==> src/rtl/syn_gpu_pkg.sv <==
// Shared widths and pixel payload types for the GPU pixel-transfer path.
package syn_gpu_pkg;

    localparam int unsigned P_X_W   = 11;
    localparam int unsigned P_Y_W   = 10;
    localparam int unsigned P_16B_W = 16;
    localparam int unsigned P_C_W   = 8;

    typedef struct packed {
        logic [P_C_W-1:0] y;
        logic [P_C_W-1:0] cb;
        logic [P_C_W-1:0] cr;
    } pxl_ycbcr_t;

endpackage

==> src/rtl/syn_gpu_line_rasterizer.sv <==
// Bresenham line rasterizer: turns one line job into a stream of pixel beats
// on the master side of the pixel-transfer interface.
module syn_gpu_line_rasterizer
    import syn_gpu_pkg::*;
#(
    parameter int unsigned WIDTHX = P_X_W,
    parameter int unsigned WIDTHY = P_Y_W
) (
    input  logic                  clk_ir,
    input  logic                  rst_il,
    input  logic                  line_start,
    input  logic [WIDTHX-1:0]     line_x0,
    input  logic [WIDTHX-1:0]     line_x1,
    input  logic [WIDTHY-1:0]     line_y0,
    input  logic [WIDTHY-1:0]     line_y1,
    input  pxl_ycbcr_t            line_pxl,
    input  logic                  line_abort,
    output logic                  busy,
    output logic                  line_done,
    output pxl_ycbcr_t            pxl,
    output logic                  pxl_wr_valid,
    output logic                  pxl_rd_valid,
    output logic [WIDTHX-1:0]     posx,
    output logic [WIDTHY-1:0]     posy,
    output logic [P_16B_W-1:0]    misc_info_dist,
    output logic [P_16B_W-1:0]    misc_info_norm,
    input  logic                  ready
);

    localparam int unsigned W = ((WIDTHX > WIDTHY) ? WIDTHX : WIDTHY) + 2;

    typedef enum logic [1:0] {S_IDLE, S_SETUP, S_DRAW} state_t;

    state_t              state;
    logic [WIDTHX-1:0]   x0_q, x1_q;
    logic [WIDTHY-1:0]   y0_q, y1_q;
    logic signed [W-1:0] dx_q, dy_q, err;
    logic                sx_neg, sy_neg;

    logic signed [W-1:0] x0_s, x1_s, y0_s, y1_s, diff_x, diff_y, abs_x, abs_y;
    logic signed [W:0]   e2, dx_ext, dy_ext;
    logic signed [W-1:0] err_nxt;
    logic                step_x, step_y, at_end, accept;
    logic [WIDTHX-1:0]   posx_nxt;
    logic [WIDTHY-1:0]   posy_nxt;

    assign pxl_rd_valid   = 1'b0;
    assign misc_info_dist = '0;
    assign misc_info_norm = '0;

    // Deltas and next Bresenham step, all evaluated from registered state.
    always_comb begin
        x0_s   = signed'(W'(x0_q));
        x1_s   = signed'(W'(x1_q));
        y0_s   = signed'(W'(y0_q));
        y1_s   = signed'(W'(y1_q));
        diff_x = x1_s - x0_s;
        diff_y = y1_s - y0_s;
        abs_x  = (diff_x < 0) ? -diff_x : diff_x;
        abs_y  = (diff_y < 0) ? -diff_y : diff_y;

        e2      = {err, 1'b0};
        dx_ext  = {dx_q[W-1], dx_q};
        dy_ext  = {dy_q[W-1], dy_q};
        step_x  = (e2 >= dy_ext);
        step_y  = (e2 <= dx_ext);
        err_nxt = err;
        if (step_x) err_nxt = err_nxt + dy_q;
        if (step_y) err_nxt = err_nxt + dx_q;

        posx_nxt = posx;
        posy_nxt = posy;
        if (step_x) posx_nxt = sx_neg ? (posx - WIDTHX'(1)) : (posx + WIDTHX'(1));
        if (step_y) posy_nxt = sy_neg ? (posy - WIDTHY'(1)) : (posy + WIDTHY'(1));

        at_end = (posx == x1_q) && (posy == y1_q);
        accept = pxl_wr_valid && ready;
    end

    always_ff @(posedge clk_ir or negedge rst_il) begin
        if (!rst_il) begin
            state        <= S_IDLE;
            busy         <= 1'b0;
            line_done    <= 1'b0;
            pxl_wr_valid <= 1'b0;
            posx         <= '0;
            posy         <= '0;
            pxl          <= '0;
            err          <= '0;
            dx_q         <= '0;
            dy_q         <= '0;
            sx_neg       <= 1'b0;
            sy_neg       <= 1'b0;
            x0_q         <= '0;
            x1_q         <= '0;
            y0_q         <= '0;
            y1_q         <= '0;
        end else begin
            line_done <= 1'b0;
            case (state)
                S_IDLE: begin
                    if (line_start) begin
                        x0_q  <= line_x0;
                        x1_q  <= line_x1;
                        y0_q  <= line_y0;
                        y1_q  <= line_y1;
                        pxl   <= line_pxl;
                        busy  <= 1'b1;
                        state <= S_SETUP;
                    end
                end
                S_SETUP: begin
                    if (line_abort) begin
                        busy  <= 1'b0;
                        state <= S_IDLE;
                    end else begin
                        dx_q         <= abs_x;
                        dy_q         <= -abs_y;
                        sx_neg       <= (diff_x < 0);
                        sy_neg       <= (diff_y < 0);
                        err          <= abs_x - abs_y;
                        posx         <= x0_q;
                        posy         <= y0_q;
                        pxl_wr_valid <= 1'b1;
                        state        <= S_DRAW;
                    end
                end
                S_DRAW: begin
                    // Abort wins over completion; a beat accepted this cycle still counts.
                    if (line_abort) begin
                        pxl_wr_valid <= 1'b0;
                        busy         <= 1'b0;
                        state        <= S_IDLE;
                    end else if (accept) begin
                        if (at_end) begin
                            pxl_wr_valid <= 1'b0;
                            busy         <= 1'b0;
                            line_done    <= 1'b1;
                            state        <= S_IDLE;
                        end else begin
                            err  <= err_nxt;
                            posx <= posx_nxt;
                            posy <= posy_nxt;
                        end
                    end
                end
                default: begin
                    pxl_wr_valid <= 1'b0;
                    busy         <= 1'b0;
                    state        <= S_IDLE;
                end
            endcase
        end
    end

endmodule
==> config.mk <==
export PLATFORM = sky130hd
export DESIGN_NAME = syn_gpu_line_rasterizer
export DESIGN_NICKNAME = d
export VERILOG_FILES = /design/src/rtl/syn_gpu_pkg.sv /design/src/rtl/syn_gpu_line_rasterizer.sv
export SDC_FILE = /design/constraint.sdc
export NUM_CORES = 1
export LEC_CHECK = 0
export ABC_AREA = 1
export CORE_MARGIN = 2
export CORE_UTILIZATION = 50
export CTS_BUF_LIST = sky130_fd_sc_hd__clkbuf_4
export CTS_CLUSTER_SIZE = 16
export DETAILED_ROUTE_END_ITERATION = 10
export GPL_ROUTABILITY_DRIVEN = 1
export GPL_TIMING_DRIVEN = 0
export PLACE_DENSITY = 0.74
export SLEW_MARGIN = 20
export SYNTH_ARGS = -nofsm -noshare
export SYNTH_HDL_FRONTEND = slang
export SYNTH_SLANG_ARGS = --single-unit
==> constraint.sdc <==
create_clock -name clk_ir -period 4.45 [get_ports clk_ir]
set_input_delay 0.6675 -clock clk_ir [delete_from_list [all_inputs] [get_ports clk_ir]]
set_output_delay 0.6675 -clock clk_ir [all_outputs]
set_load 0.02 [all_outputs]
[Word level (Yosys, flattened, before mapping)]
Cells that the tools add are included.
Word-level totals
  output and inout port bits: 81
  input port bits: 71
  word-level logic and storage cells: 103
  register bits after elaboration: 133
Cells by class
  $lt $le $gt $ge: 4
  reductions and logical operators: 12
  multiplexer cells: 41
  $add $sub $neg: 12
  bitwise logic cells: 2
  equal/unequal tests: 14
Operators with widths (count)
  $mux W13: 8
  $mux W11: 6
  $mux W10: 6
  $add A13 B13 Y13: 2
  $pmux W13 S2: 1
  $pmux W11 S2: 1
  $pmux W10 S2: 1
  $ne A2 B2 Y1 const B: 8
  $ge A14 B13 Y1: 1
  $le A14 B13 Y1: 1
  $neg A11 Y13: 1
  $neg A12 Y13: 1
  $neg A13 Y13: 1
  $sub A13 B13 Y13: 1
  $lt A12 B1 Y1 const B: 1
  $reduce_and A6 Y1: 2
  $sub A11 B11 Y12: 1
  $add A11 B1 Y11 const B: 1
  $eq A11 B11 Y1: 1
  $lt A11 B1 Y1 const B: 1
  $sub A10 B10 Y11: 1
  $sub A11 B1 Y11 const B: 1
  $add A10 B1 Y10 const B: 1
  $eq A10 B10 Y1: 1
  other kinds (16): 35

[Depth between registers and ports, before layout]
  word-level depth: 8
  gate-level depth with buffers: 30
  mapped depth without buffers: 30

[Worst setup path after synthesis]
OpenSTA, ideal clock, no wires.
  kind: reg2reg
  from: register x1_q[2]
  to: register err[12]
  stages on the path, launching flop included: 29
  buffers on the path: 2
  data required time: 4.333 ns
  period minus slack after synthesis: 3.473 ns
  data arrival time: 3.356 ns
  setup time: 0.117 ns
  path slack: 0.977 ns
  path through: dfrtp_1 ha_1 buf_2 a21oi_1 nand2_1 nand2_1 nand2_1 nand2_1 and3_1 buf_2 inv_1 nor2_1 xnor2_1 inv_1 ha_1 a21oi_1 o21ai_0 nand2_1 o211ai_1 nand2_1 nand2_1 a21oi_1 inv_1 nand2_1 nand3b_1 nand2_1 nand2_1 nand2_1 nand2_1
On the way
  word-level cells in the longest chain between the ends: 6
  elaborated cells on any way between the ends: 11
  those cells by class: 3 x add/sub; 1 x order compare; 2 x eq/ne; 3 x mux; 2 x reduce/logical
RTL lines
  from (decl): RTL line syn_gpu_line_rasterizer.sv:35  | logic [WIDTHX-1:0] x0_q, x1_q;
  from (signal assigned): RTL line syn_gpu_line_rasterizer.sv:104  | x1_q <= line_x1;
  $sub A11 B11 Y12 *: RTL line syn_gpu_line_rasterizer.sv:57  | diff_x = x1_s - x0_s;
  $neg A12 Y13 or $lt A12 B1 Y1 (tied branches): RTL line syn_gpu_line_rasterizer.sv:59  | abs_x = (diff_x < 0) ? -diff_x : diff_x;
  $mux W13 *: RTL line syn_gpu_line_rasterizer.sv:59
  via abs_x[2]: RTL line syn_gpu_line_rasterizer.sv:40  | logic signed [W-1:0] x0_s, x1_s, y0_s, y1_s, diff_x, diff_y, abs_x, abs_y;
  $sub A13 B13 Y13 *: RTL line syn_gpu_line_rasterizer.sv:121  | err <= abs_x - abs_y;
  $mux W13 *: RTL line syn_gpu_line_rasterizer.sv:113  | if (line_abort) begin
  $pmux W13 S2 *: RTL line syn_gpu_line_rasterizer.sv:100  | case (state)
  to (signal assigned): RTL line syn_gpu_line_rasterizer.sv:121
  to (signal assigned): RTL line syn_gpu_line_rasterizer.sv:141  | err <= err_nxt;
  to (decl): RTL line syn_gpu_line_rasterizer.sv:37  | logic signed [W-1:0] dx_q, dy_q, err;
Mark *: on every way through the listed nets, which the timed path passes. The rest lies on a longest branch. The select of a mux whose other input is x is not followed.
A chain may end at the register's enable or synchronous reset.

[Worst setup path after layout]
  from: register err[0]
  to: register err[8]
On the way
  word-level cells in the longest chain between the ends: 8
  elaborated cells on any way between the ends: 10
  those cells by class: 2 x add/sub; 2 x order compare; 6 x mux
RTL lines
  $add A13 B13 Y13 or $ge A14 B13 Y1 (tied branches): RTL line syn_gpu_line_rasterizer.sv:68, syn_gpu_line_rasterizer.sv:65
  $mux W13: RTL line syn_gpu_line_rasterizer.sv:68  | if (step_x) err_nxt = err_nxt + dy_q;
  $add A13 B13 Y13: RTL line syn_gpu_line_rasterizer.sv:69  | if (step_y) err_nxt = err_nxt + dx_q;
  $mux W13 *: RTL line syn_gpu_line_rasterizer.sv:69
  $mux W13 *: RTL line syn_gpu_line_rasterizer.sv:135  | if (at_end) begin
  $mux W13 *: RTL line syn_gpu_line_rasterizer.sv:134  | end else if (accept) begin
  $mux W13 *: RTL line syn_gpu_line_rasterizer.sv:130  | if (line_abort) begin
  $pmux W13 S2 *: RTL line syn_gpu_line_rasterizer.sv:100
Every way passes the cells marked *; elsewhere a longest branch is shown, timed or not. The select of a mux whose other input is x is not followed.

==> out/metrics.yaml <==
finish:
  final_cells: 2040
  fin_util_pct: 60.0
  drive_gt1_share_pct: 6.54
  nets: 1927
  area_growth_pct: 18.5
synthesis:
  yosys-mux-area-fraction_pct: 0
  ys_async_sr_fraction_pct: 100
  synth_cell_type_count: 48
  synth.most_common_cell: "nand2_1"
  synth_fa_ha_area_share_pct: 13.0
  yosys-top-cells-count: "nand2_1 (492), inv_1 (192), dfrtp_1 (133), o21ai_0 (122), ha_1 (103)"
  yosys.area.top_type: "dfrtp_1"
  synth.area.top_cells: "dfrtp_1 (30%), nand2_1 (17%), ha_1 (12%)"
  ys_seq_elements: 133
  avgSynthCellArea_sq_um: 6.98
  syn_inst: 1575
  synth_compound_area_share_pct: 13.8
  synth-simple-area-share_pct: 27.5
  yosysWarnings: 0
  synth_top_area_share_pct: 30.3
  syn_area_sq_um: 11000
  synth-main-ff-cell: "dfrtp_1"
  seq_area_frac_synth_pct: 30.3
  synth_top_family_by_area: "simple AND/OR/NAND/NOR gates"
  synth-xor-area-share_pct: 5.07
  synth-edff-count: 0
placed_design:
  numPortBuffers: 118
  gp_routability_congestion: 0.934
  dp.cells: 2006
  dp_hpwl_um: 25200
detailed_routing:
  vias: 10563
  antenna_left: 0
  drt-met1-wl_um: 13600
  firstDrtPassIters: 5
  wl_met2_um: 14700
  wl_per_cell_um: 15.4
  first_iter_violations: 598
  highest_layer: "met4"
  wl_met3_um: 2100
  viasPerCell: 5.18
  drc: 0
  wl_um: 31300
floorplanning:
  die_y_um: 152
  rows: 54
  die_w_um: 152
  core-area_sq_um: 21700
  die_area_sq_um: 23200
  ios: 152
  initial_core_util_pct: 50.7
timing:
  slew_headroom_pct: 47.3
  rsz0062_at_grt: "no"
  fin_worst_skew_ps: 44.5
  final_min_period_over_clock_period_pct: 91.8
  report.final.slew_viol_count: 0
  whs_ps: 497
  setup_viol_count_final: 0
  worst_pin_slew_ps: 790
  clock.fmax_mhz: 245
  finalHoldViolations: 0
  period_minus_slack_ps: 4090
cts:
  clock-root-buffer: "clkbuf_4"
  postCtsSetupBuffers: 0
  htree_levels: 4
  cts_tree: "done"
  clock_sinks: 133
  cts_made_buffers: 17
  cts_buffer_depth: 2
  insertion_delay_ps: 570
  clk_pin_slew_worst_paths_ps: 140
critical_path:
  r2r_setup_slack_ps: 360
  cp.arrival_ps: 4520
  worstSetupEndpointType: "flip-flop"
  path_class: "reg2reg"
  crit_required_ps: 4890
  critPathMaxFanout: 5
  critPathLaunchType: "flip-flop"
run_status:
  status: "completed"
grt:
  grt_pass1_wl_um: 51200
  grt_max_degree: 98
  grt_pass1_vias: 10288
  track_usage_pct: 27.3
  overflow: 0
  antenna_found_initial: 0
hold_path:
  hold_class: "reg2reg"
flow_run:
  max_cap_viol_count: 0
==> state kept, by name (all words and copies together), names as in the netlist <==
| signal | cells |
|---|---|
| y0_q | 10 |
| state | 2 |
| y1_q | 10 |
| dy_q | 13 |
| x1_q | 11 |
| posx | 11 |
| sx_neg | 1 |
| err | 13 |
| sy_neg | 1 |
| busy | 1 |
| pxl_wr_valid | 1 |
| x0_q | 11 |
| line_done | 1 |
| dx_q | 13 |
| pxl | 24 |
| posy | 10 |
==> layer usage <==
| metal | track usage, % | vias to the layer above |
|---|---|---|
| met3 | 6.34 | 61 |
| met4 | 10.1 | 0 |
| met2 | 46.1 | 301 |
| met5 | 0 | - |
| li1 | - | 5387 |
| met1 | 34.3 | 4814 |
==> critical path, stage by stage, from the launching register on <==
cell      delay (ps)
dfrtp_1          450
ha_1             280
inv_1             80
fa_1             430
o21ai_0          410
nor2_1            80
o21ai_0          290
o21ai_0          260
ha_1             380
nand2_1           90
o21ai_0          250
a21oi_1          110
o21ai_0          280
a21oi_1          110
o211ai_1         110
nand2_1          100
o21ai_0          160
o21ai_0          110
==> layout by cell type (no fill, tap or decap), types with 5 or more instances in the layout <==
cell type        instances
fa_1                     7
clkbuf_4                19
conb_1                  34
ha_1                   103
a211oi_1                 5
nand4_1                 19
buf_2                    5
xor2_1                  29
inv_6                    7
o21bai_1                 6
o211ai_1                14
clkdlybuf4s50_1        117
o21ai_0                121
o22ai_1                  5
xnor2_1                 29
clkbuf_1                26
nand2_1                492
nor2_1                  91
or2_2                    5
dfrtp_1                132
buf_4                   33
nand3b_1                 6
nor3_1                  11
a31oi_1                  5
o21ai_1                  9
nand3_1                 77
inv_1                  192
nand2_2                  9
a21oi_1                 97
==> layout make-up <==
class	count	area (sq um)
Multi-Input combinational cell	1209	6660
Tap cell	280	350
Clock buffer	18	135
Fill cell	2060	8670
Timing Repair Buffer	120	1220
Antenna cell	1	2.50
Clock inverter	14	186
Sequential cell	133	3330
Inverter	198	746
Buffer	67	387
==> kinds of logic (layout without fill, tap and decap cells) <==
group / count (synthesis) / in the layout
buf+inv: 265 / 417
fa+ha+maj: 110 / 110
xor+xnor: 61 / 61
simple gates: 726 / 726
flops: 133 / 133
other cells: 2 / 35
compound gates: 278 / 278
==> final timing paths <==
| kind | from | to | depth (start not counted) |
|---|---|---|---|
| setup / recovery | err[0]$_DFFE_PN0P_ | err[8]$_DFFE_PN0P_ | 17 |
| hold / removal | busy$_DFFE_PN0P_ | busy$_DFFE_PN0P_ | 2 |
| setup reg to reg | err[0]$_DFFE_PN0P_ | err[8]$_DFFE_PN0P_ | 17 |
| hold reg to reg | busy$_DFFE_PN0P_ | busy$_DFFE_PN0P_ | 2 |
| max in group asynchronous | rst_il | y1_q[0]$_DFFE_PN0P_ | 3 |
| min in group asynchronous | rst_il | dx_q[4]$_DFFE_PN0P_ | 2 |
==> through the flow <==
stage / setup TNS [ps] / worst slack [ps] / cell area [sq um]
3_3_place_gp: -377370 / -2850 / 12600
2_1_floorplan: 0 / 977 / 11100
3_5_place_dp: 0 / 340 / 12700
5_1_grt: 0 / 4.56 / 13000
6_report: 0 / 365 / 13000
4_1_cts: 0 / 311 / 13000
==> what timing repair did <==
action                                 4_1_cts  5_1_grt
resized for setup                            0        7
setup endpoints to repair                    0        4
hold buffers                                 1        0
endpoints found under the hold margin       36        0
Power is left out: the tool's default activity adds up to more than one toggle a clock period on the data nets, which glitch-free logic cannot reach.
